### src/rtl/round_sequencer_if.sv
// rtl/round_sequencer_if.sv - run request, stage handshake and status bundle for round_sequencer
interface round_sequencer_if #(
  parameter int NUM_STAGES = 5,
  parameter int SW         = 3,
  parameter int RW         = 5
);
  logic                  start;
  logic [RW-1:0]         rounds_in;
  logic [NUM_STAGES-1:0] stage_ready;
  logic [NUM_STAGES-1:0] stage_start;
  logic [SW-1:0]         stage_idx;
  logic [RW-1:0]         round;
  logic                  bank_sel;
  logic                  Ready;
  logic                  Done;
  logic                  err;

  // master: the sequencer itself; slave: host plus the stage units
  modport master (
    input  start, rounds_in, stage_ready,
    output stage_start, stage_idx, round, bank_sel, Ready, Done, err
  );

  modport slave (
    output start, rounds_in, stage_ready,
    input  stage_start, stage_idx, round, bank_sel, Ready, Done, err
  );
endinterface

### src/rtl/round_sequencer.sv
// rtl/round_sequencer.sv - runs NUM_STAGES stage units in order for up to NUM_ROUNDS rounds
// Optional macro WATCHDOG_EN adds a WAIT-state timeout that sets a sticky err.
module round_sequencer #(
  parameter int NUM_STAGES = 5,
  parameter int SW         = 3,
  parameter int NUM_ROUNDS = 24,
  parameter int RW         = 5,
  parameter int TIMEOUT    = 1023
) (
  input logic               clk,
  input logic               reset,
  round_sequencer_if.master bus
);

  typedef enum logic [2:0] {
    S_IDLE, S_LOAD, S_ISSUE, S_ARM, S_WAIT, S_ADVANCE, S_FINISH
  } state_t;

  localparam logic [SW-1:0] LAST_STAGE = SW'(NUM_STAGES - 1);
  localparam logic [RW-1:0] MAX_ROUNDS = RW'(NUM_ROUNDS);

  if (TIMEOUT < 1 || (1 << SW) < NUM_STAGES || (1 << RW) <= NUM_ROUNDS) begin : g_param_check
    $error("round_sequencer: inconsistent parameters");
  end

  state_t        state, state_nxt;
  logic [RW-1:0] lim;
  logic [RW-1:0] round_q;
  logic [SW-1:0] idx_q;
  logic          bank_q;
  logic [RW-1:0] rounds_clamped;
  logic [RW-1:0] round_inc;
  logic          idx_ready;
  logic          wd_expire;

  assign rounds_clamped = (bus.rounds_in > MAX_ROUNDS) ? MAX_ROUNDS : bus.rounds_in;
  assign round_inc      = round_q + 1'b1;
  assign idx_ready      = bus.stage_ready[idx_q];

  assign bus.stage_idx = idx_q;
  assign bus.round     = round_q;
  assign bus.bank_sel  = bank_q;

  always_ff @(posedge clk or posedge reset) begin
    if (reset) begin
      state <= S_IDLE;
    end else begin
      state <= state_nxt;
    end
  end

  // Outputs are Moore decodes so an async reset drops stage_start at once
  always_comb begin
    state_nxt       = state;
    bus.stage_start = '0;
    bus.Ready       = 1'b0;
    bus.Done        = 1'b0;
    case (state)
      S_IDLE: begin
        bus.Ready = 1'b1;
        if (bus.start) begin
          state_nxt = S_LOAD;
        end
      end
      S_LOAD: begin
        state_nxt = (lim == '0) ? S_FINISH : S_ISSUE;
      end
      S_ISSUE: begin
        bus.stage_start[idx_q] = 1'b1;
        state_nxt              = S_ARM;
      end
      S_ARM: begin
        state_nxt = S_WAIT;
      end
      S_WAIT: begin
        if (idx_ready) begin
          state_nxt = S_ADVANCE;
        end else if (wd_expire) begin
          state_nxt = S_IDLE;
        end
      end
      S_ADVANCE: begin
        if (idx_q != LAST_STAGE) begin
          state_nxt = S_ISSUE;
        end else if (round_inc == lim) begin
          state_nxt = S_FINISH;
        end else begin
          state_nxt = S_ISSUE;
        end
      end
      S_FINISH: begin
        bus.Done  = 1'b1;
        state_nxt = S_IDLE;
      end
      default: begin
        state_nxt = S_IDLE;
      end
    endcase
  end

  always_ff @(posedge clk or posedge reset) begin
    if (reset) begin
      lim     <= '0;
      idx_q   <= '0;
      round_q <= '0;
      bank_q  <= 1'b0;
    end else begin
      case (state)
        S_IDLE: begin
          if (bus.start) begin
            lim <= rounds_clamped;
          end
        end
        S_LOAD: begin
          idx_q   <= '0;
          round_q <= '0;
          bank_q  <= 1'b0;
        end
        S_ADVANCE: begin
          bank_q <= ~bank_q;
          if (idx_q != LAST_STAGE) begin
            idx_q <= idx_q + 1'b1;
          end else begin
            idx_q   <= '0;
            round_q <= round_inc;
          end
        end
        default: begin
        end
      endcase
    end
  end

`ifdef WATCHDOG_EN
  localparam int WDW = $clog2(TIMEOUT + 1);
  localparam logic [WDW-1:0] WD_LAST = WDW'(TIMEOUT - 1);

  logic [WDW-1:0] wd_cnt;
  logic           err_q;

  // wd_cnt holds the number of WAIT cycles already completed
  always_ff @(posedge clk or posedge reset) begin
    if (reset) begin
      wd_cnt <= '0;
    end else if (state == S_ARM) begin
      wd_cnt <= '0;
    end else if (state == S_WAIT) begin
      wd_cnt <= wd_cnt + 1'b1;
    end
  end

  assign wd_expire = (state == S_WAIT) && !idx_ready && (wd_cnt == WD_LAST);

  always_ff @(posedge clk or posedge reset) begin
    if (reset) begin
      err_q <= 1'b0;
    end else if (state == S_LOAD) begin
      err_q <= 1'b0;
    end else if (wd_expire) begin
      err_q <= 1'b1;
    end
  end

  assign bus.err = err_q;
`else
  assign wd_expire = 1'b0;
  assign bus.err   = 1'b0;
`endif

endmodule

### src/flat_wrapper.sv
// flat-port wrapper written by rule: the top's interface ports become plain ports
module round_sequencer_flat 
#(
  parameter int NUM_STAGES = 5,
  parameter int SW         = 3,
  parameter int NUM_ROUNDS = 24,
  parameter int RW         = 5,
  parameter int TIMEOUT    = 1023
)
  (clk, reset, bus_start, bus_rounds_in, bus_stage_ready, bus_stage_start, bus_stage_idx, bus_round, bus_bank_sel, bus_Ready, bus_Done, bus_err);
  round_sequencer_if #(.NUM_STAGES(NUM_STAGES), .SW(SW), .RW(RW)) bus_i ();
  input logic clk;
  input logic reset;
  input wire logic [$bits(bus_i.start)-1:0] bus_start;
  input wire logic [$bits(bus_i.rounds_in)-1:0] bus_rounds_in;
  input wire logic [$bits(bus_i.stage_ready)-1:0] bus_stage_ready;
  output wire logic [$bits(bus_i.stage_start)-1:0] bus_stage_start;
  output wire logic [$bits(bus_i.stage_idx)-1:0] bus_stage_idx;
  output wire logic [$bits(bus_i.round)-1:0] bus_round;
  output wire logic [$bits(bus_i.bank_sel)-1:0] bus_bank_sel;
  output wire logic [$bits(bus_i.Ready)-1:0] bus_Ready;
  output wire logic [$bits(bus_i.Done)-1:0] bus_Done;
  output wire logic [$bits(bus_i.err)-1:0] bus_err;
  assign bus_i.start = bus_start;
  assign bus_i.rounds_in = bus_rounds_in;
  assign bus_i.stage_ready = bus_stage_ready;
  assign bus_stage_start = bus_i.stage_start;
  assign bus_stage_idx = bus_i.stage_idx;
  assign bus_round = bus_i.round;
  assign bus_bank_sel = bus_i.bank_sel;
  assign bus_Ready = bus_i.Ready;
  assign bus_Done = bus_i.Done;
  assign bus_err = bus_i.err;
  round_sequencer #(.NUM_STAGES(NUM_STAGES), .SW(SW), .NUM_ROUNDS(NUM_ROUNDS), .RW(RW), .TIMEOUT(TIMEOUT)) u_core (.clk(clk), .reset(reset), .bus(bus_i));
endmodule
### config.mk
export PLATFORM = sky130hd
export DESIGN_NAME = round_sequencer_flat
export DESIGN_NICKNAME = d
export VERILOG_FILES = /design/src/rtl/round_sequencer_if.sv /design/src/rtl/round_sequencer.sv /design/src/flat_wrapper.sv
export SDC_FILE = /design/constraint.sdc
export NUM_CORES = 1
export LEC_CHECK = 0
export ABC_AREA = 0
export CAP_MARGIN = 20
export CORE_UTILIZATION = 46
export DETAILED_ROUTE_END_ITERATION = 16
export HOLD_SLACK_MARGIN = 0.08
export PLACE_DENSITY = 0.88
export SYNTH_ARGS = -nofsm -noshare
export SYNTH_HDL_FRONTEND = slang
export SYNTH_SLANG_ARGS = --single-unit
export TNS_END_PERCENT = 30
### constraint.sdc
create_clock -name clk -period 1.7 [get_ports clk]
set_input_delay 0.255 -clock clk [delete_from_list [all_inputs] [get_ports clk]]
set_output_delay 0.255 -clock clk [all_outputs]
set_load 0.02 [all_outputs]
==> flow_metrics.tcl, run 1 <==
set metrics [dict create \
    coreArea_sq_um 2000 \
    clock_latency_ns 0.29 \
    fp.dieH_um 48.7 \
    start_kind "flop" \
    synth-seq-cells 17 \
    io-pin-count 30 \
    drv_cap 0 \
    finalSetupViolations 0 \
    fin_util 0.703 \
    grt_pass1_wl_um 4190 \
    synth.area.top_cells "dfrtp_1 42%, nand2_1 7.5%, xnor2_1 4.4%" \
    fmax_ghz 0.600 \
    dr_total_vias 980 \
    antenna_found_initial 0 \
    viasPerCell 5.51 \
    hp-class "input pin to async pin" \
    status "completed" \
    num-nets-final 168 \
    area_growth_pct 40.4 \
    r2r-start "u_core.bus.stage_idx[0]" \
    synth_top_family_by_area "simple AND/OR/NAND/NOR gates" \
    rows 16 \
    p_leak_nw 0.723 \
    yosys_warnings 0 \
    syn-num-nets 127 \
    ff2ff_path_depth 7 \
    end_kind "output pin" \
    ys_types 34 \
    post_drt_wl_per_cell_um 14.0 \
    ir_worst_vdd_uv 1110 \
    cts_buffers 3 \
    fin_crit_ns 1.67 \
    initial_core_util 0.501 \
    die_w_um 48.7 \
    post_cts_buffers 0 \
    diodes 0 \
    hpwl_um 1960 \
    drc_errors 0 \
    post-route-period-util 0.981 \
    synth.area.mux_share 0.00999 \
    synth-edff-count 0 \
    dp.cells 174 \
    dieArea_sq_um 2370 \
    grt_start_max_net_pins 18 \
    cts_max_path_buffers 2 \
    pre_cts_slack_ns -0.116 \
    r2r_setup_slack_ns 0.07 \
    layout-drive-gt1-share 0.172 \
    netlist_instances 111 \
    clkSinkCount 17 \
    rsz0062_at_grt "true" \
    path_max_fanout 7 \
    async_flop_share 1.00 \
    synth_xor_area_frac 0.0699 \
    clockRootBuffer "clkbuf_4" \
    synthFlopType "dfrtp_1" \
    worstSetupPathType "flop to output pin" \
    first_iter_violations 14 \
    h-tree-depth 1 \
    cts_hold_buffers 0 \
    power.density_nw_per_um2 1260 \
    reg2reg_to "u_core.bus.round[3]" \
    synth-simple-area-share 0.276 \
    crit_arrival_ns 1.41 \
    fin_ws_ns 0.0324 \
    synth-adder-area-share 0.0375 \
    grt_pass1_vias 949 \
    yosysTopAreaCell "dfrtp_1" \
    synth.cell_area_sq_um 1000 \
    drv_slew 0 \
    dr.pass1.iters 4 \
    endpoint "bus_Ready" \
    seq_area_frac_synth 0.424 \
    gp_congestion 0.836 \
    io_buffers 28 \
    overflow 0 \
    synth_top_area_frac 0.424 \
    hold_viol 0 \
    most-common-layout-cells "20 x nand2_1, 17 x clkdlybuf4s50_1, 17 x dfrtp_1" \
    stdcell_count 178 \
    cts_tree "yes" \
    ant_nets 0 \
    clk_pin_slew_ns 0.10 \
    cp-startpoint "u_core.state[0]" \
    layout_commonest_cell "nand2_1" \
    finClkSkew_ns 0.0136 \
    worstPathRequired_ns 1.44 \
    total_power_w 0.00177 \
    grt_use_total 0.231 \
    totalWireLength_um 2490 \
    avgSynthCellArea_sq_um 9.03 \
    synth-compound-area-share 0.144 \
]
[cell type report]
type	count	area [sq um]
Inverter	4	15.0
Fill cell	151	594
Sequential cell	17	425
Multi-Input combinational cell	87	559
Timing Repair Buffer	39	348
Clock buffer	4	26.3
Tap cell	27	33.8
[kinds of logic after synthesis]
kind of cell	count (synthesis)
flip-flops	17
adder cells (fa/ha/maj)	3
XOR/XNOR	8
AND/OR/NAND/NOR	52
multiplexers	1
other	1
buffers and inverters	7
AO/OA/AOI/OAI	22
[layer usage]
layer	vias to the layer above	GRT usage	routed length [um]
li1	471	-	-
met1	463	0.271	1020
met3	9	0.0283	91
met2	37	0.412	1310
met4	0	0.113	74
met5	-	0	0
[sequential cells by signal, summed over array words and instances, names as in the netlist]
name and cells:
u_core.bus.bank_sel 1, u_core.bus.round 5, u_core.bus.stage_idx 3, u_core.lim 5
u_core.state 3
[report_power, final]
part / internal, W / switching, W / total, W
clock network: 0.0000912 / 0.000124 / 0.000215
logic: 0.000436 / 0.000505 / 0.000941
registers: 0.000514 / 0.000103 / 0.000617
total: 0.00104 / 0.000732 / 0.00177
[cell usage after synthesis, drive strengths merged, types with 2 or more instances]
cell,count
a22o,2
buf,3
nand4,2
nor3b,2
o311a,2
ha,3
and3,5
inv,4
a31oi,2
xnor2,5
nand2,20
a21o,2
o21ai,8
a21oi,3
nand3,6
nand2b,2
dfrtp,17
nor3,4
nor2,4
xor2,3
[stage by stage]
step	TNS [ns]	hold WS (ns)	area (sq um)
floorplan	0	0.181	1000
global placement	-0.243	0.476	1380
detailed placement	-0.450	0.509	1380
CTS	0	0.261	1400
global route	-0.0778	0.301	1410
finish	0	0.249	1410
[how the worst min path moves through the flow]
stage                     endpoint  cells past startpoint                 from
3_3_place_gp   u_core.bus.bank_sel                      1  u_core.bus.bank_sel
4_1_cts            u_core.state[1]                      3                reset
5_1_grt              u_core.lim[0]                      3                reset
3_5_place_dp         u_core.lim[4]                      2        u_core.lim[4]
2_1_floorplan  u_core.bus.bank_sel                      1                reset
6_report           u_core.state[1]                      3                reset
[worst max-delay path: stages, from the launching register on]
cell and delay [ns]:
dfrtp_1 0.39, buf_4 0.16, nor3_2 0.26, clkdlybuf4s15_2 0.30
[what timing repair did]
item                                    4_1_cts  5_1_grt
gates resized for setup                      29        6
endpoints found under the setup margin        8       12
pin swaps                                     0        2
(Power assumes the default switching activity.)
==> run 2, diff against run 1 <==
--- a/config.mk
+++ b/config.mk
@@ -7,10 +7,11 @@
 export LEC_CHECK = 0
 export ABC_AREA = 0
 export CAP_MARGIN = 20
-export CORE_UTILIZATION = 46
+export CORE_UTILIZATION = 49
 export DETAILED_ROUTE_END_ITERATION = 16
+export GPL_TIMING_DRIVEN = 0
 export HOLD_SLACK_MARGIN = 0.08
-export PLACE_DENSITY = 0.88
+export PLACE_DENSITY = 0.93
 export SYNTH_ARGS = -nofsm -noshare
 export SYNTH_HDL_FRONTEND = slang
 export SYNTH_SLANG_ARGS = --single-unit
==> constraint.sdc (replaced) <==
create_clock -name clk -period 2 [get_ports clk]
set_input_delay 0.3 -clock clk [delete_from_list [all_inputs] [get_ports clk]]
set_output_delay 0.3 -clock clk [all_outputs]
set_load 0.02 [all_outputs]
==> run 2 against run 1 <==
  * Critical path depth is 1 higher
  * Sequential power down 8.8%
  * Sequential cell count stayed put
  * Final cell count shrank 5.6%
  * Utilization grew 2.6 points
  * Register-to-register slack improved by 0.22 ns
  * Via count shrank 7.0%
  * Global-route usage barely moved
  * Critical endpoint is now bus_stage_start[1]
  * Largest cell class unchanged
==> flow_metrics.tcl, run 2 (synthesis results as in run 1) <==
set metrics [dict create \
    fmax_ghz 0.508 \
    cts_tree "yes" \
    clk_pin_slew_ns 0.10 \
    fin_ws_ns 0.0320 \
    num-nets-final 160 \
    drc_errors 0 \
    total_power_w 0.00136 \
    dieArea_sq_um 2230 \
    coreArea_sq_um 1820 \
    finalInstanceArea_sq_um 1330 \
    pre_cts_slack_ns -0.0606 \
    area_growth_pct 32.5 \
    finalSetupViolations 0 \
    io_buffers 28 \
    tightest_slew_ns 0.622 \
    layout_commonest_cell "clkdlybuf4s50_1" \
    power.density_nw_per_um2 1030 \
    post-route-period-util 0.984 \
    cts_buffers 3 \
    ant_nets 0 \
    cts_hold_buffers 0 \
    viasPerCell 5.42 \
    die_w_um 47.2 \
    layout-drive-gt1-share 0.0979 \
    post_drt_wl_per_cell_um 12.6 \
    post_dp_cell_area_sq_um 1310 \
    rows 15 \
    totalWireLength_um 2110 \
    stdcell_count 168 \
    overflow 0 \
    dr_total_vias 911 \
    cts_max_path_buffers 2 \
    worstPathRequired_ns 1.70 \
    grt_start_max_net_pins 18 \
    crit_arrival_ns 1.67 \
    slew_headroom 0.585 \
    io-pin-count 30 \
    dr.pass1.iters 4 \
    grt_pass1_wl_um 3590 \
    hold_viol 0 \
    drv_cap 0 \
    drv_slew 0 \
    hp-class "input pin to async pin" \
    fp.dieH_um 47.2 \
    hpwl_um 1680 \
    fin_crit_ns 1.97 \
    ir_worst_vdd_uv 903 \
    clockRootBuffer "clkbuf_4" \
    fin_util 0.729 \
    diodes 0 \
    status "completed" \
    grt_pass1_vias 879 \
    gp_congestion 0.847 \
    dp.cells 164 \
    clock_latency_ns 0.29 \
    h-tree-depth 1 \
    grt_use_total 0.231 \
    path_max_fanout 8 \
    p_leak_nw 0.628 \
    path_cells "nand2b_1, nor3_2, and3_1, clkdlybuf4s15_1" \
    cp_slowest_cell "dfrtp_2" \
    rsz0062_at_grt "true" \
    initial_core_util 0.551 \
    clkSinkCount 17 \
    most-common-layout-cells "21 x clkdlybuf4s50_1, 20 x nand2_1, 16 x dfrtp_1" \
    worstSetupPathType "flop to output pin" \
    slowest_delay_ns 0.46 \
    antenna_found_initial 0 \
    start_kind "flop" \
    end_kind "output pin" \
    finClkSkew_ns 0.00231 \
    first_iter_violations 17 \
]
run 2: area by class of cell:
| class | count | area, sq um |
|---|---|---|
| fill | 135 | 493 |
| buffer | 3 | 20.0 |
| multi-input combinational | 87 | 547 |
| clock buffer | 4 | 26.3 |
| sequential | 17 | 427 |
| timing repair buffer | 28 | 262 |
| inverter | 4 | 15.0 |
| tap | 25 | 31.3 |
run 2: where the power goes:
part,total [W],switching (W),internal (W)
Combinational,0.000612,0.000344,0.000268
Sequential,0.000563,0.000124,0.000439
Clock,0.000189,0.000111,0.0000776
run 2: what timing repair did:
action                                  CTS  global route
setup buffers                             0             0
pin swaps                                 0             0
endpoints found under the setup margin    7             4
gates resized for setup                  12             4
run 2: critical path: cells and delay by family (launching register included):
family	cells	cell delay [ns]
buffers and inverters	1	0.30
flip-flops	1	0.46
AND/OR/NAND/NOR	3	0.61
run 2: final timing paths:
path	start	to	slack, ns	depth (start not counted)
worst max register to register	u_core.bus.stage_idx[0]	u_core.bus.round[3]	0.29	6
max in group asynchronous	reset	u_core.state[0]	1.20	2
worst min-delay path	reset	u_core.bus.stage_idx[1]	0.37	2
worst min register to register	u_core.bus.bank_sel	u_core.bus.bank_sel	0.49	1
worst max-delay path	u_core.state[0]	bus_stage_start[1]	0.03	4
min in group clk	u_core.bus.bank_sel	u_core.bus.bank_sel	0.49	1
run 2: per-stage QoR:
stage / setup TNS, ns / hold WS, ns
2_1_floorplan: 0 / 0.226
3_3_place_gp: 0 / 0.473
3_5_place_dp: -0.214 / 0.478
4_1_cts: 0 / 0.383
5_1_grt: -0.0492 / 0.462
6_report: 0 / 0.370
run 2: metal layers:
metal / global-route usage / wire length (um) / share of wire / up-vias
met5: 0 / 0 / 0 / -
met3: 0.0346 / 66 / 0.031 / 7
met2: 0.367 / 1010 / 0.48 / 24
met4: 0.103 / 34 / 0.016 / 0
li1: - / - / - / 453
met1: 0.310 / 998 / 0.47 / 427
==> run 3, diff against run 2 <==
--- a/config.mk
+++ b/config.mk
@@ -15,4 +15,4 @@
 export SYNTH_ARGS = -nofsm -noshare
 export SYNTH_HDL_FRONTEND = slang
 export SYNTH_SLANG_ARGS = --single-unit
-export TNS_END_PERCENT = 30
+export TNS_END_PERCENT = 20
==> results of run 3 <==
Final layout, timing and power as in run 2 (identical DEF).
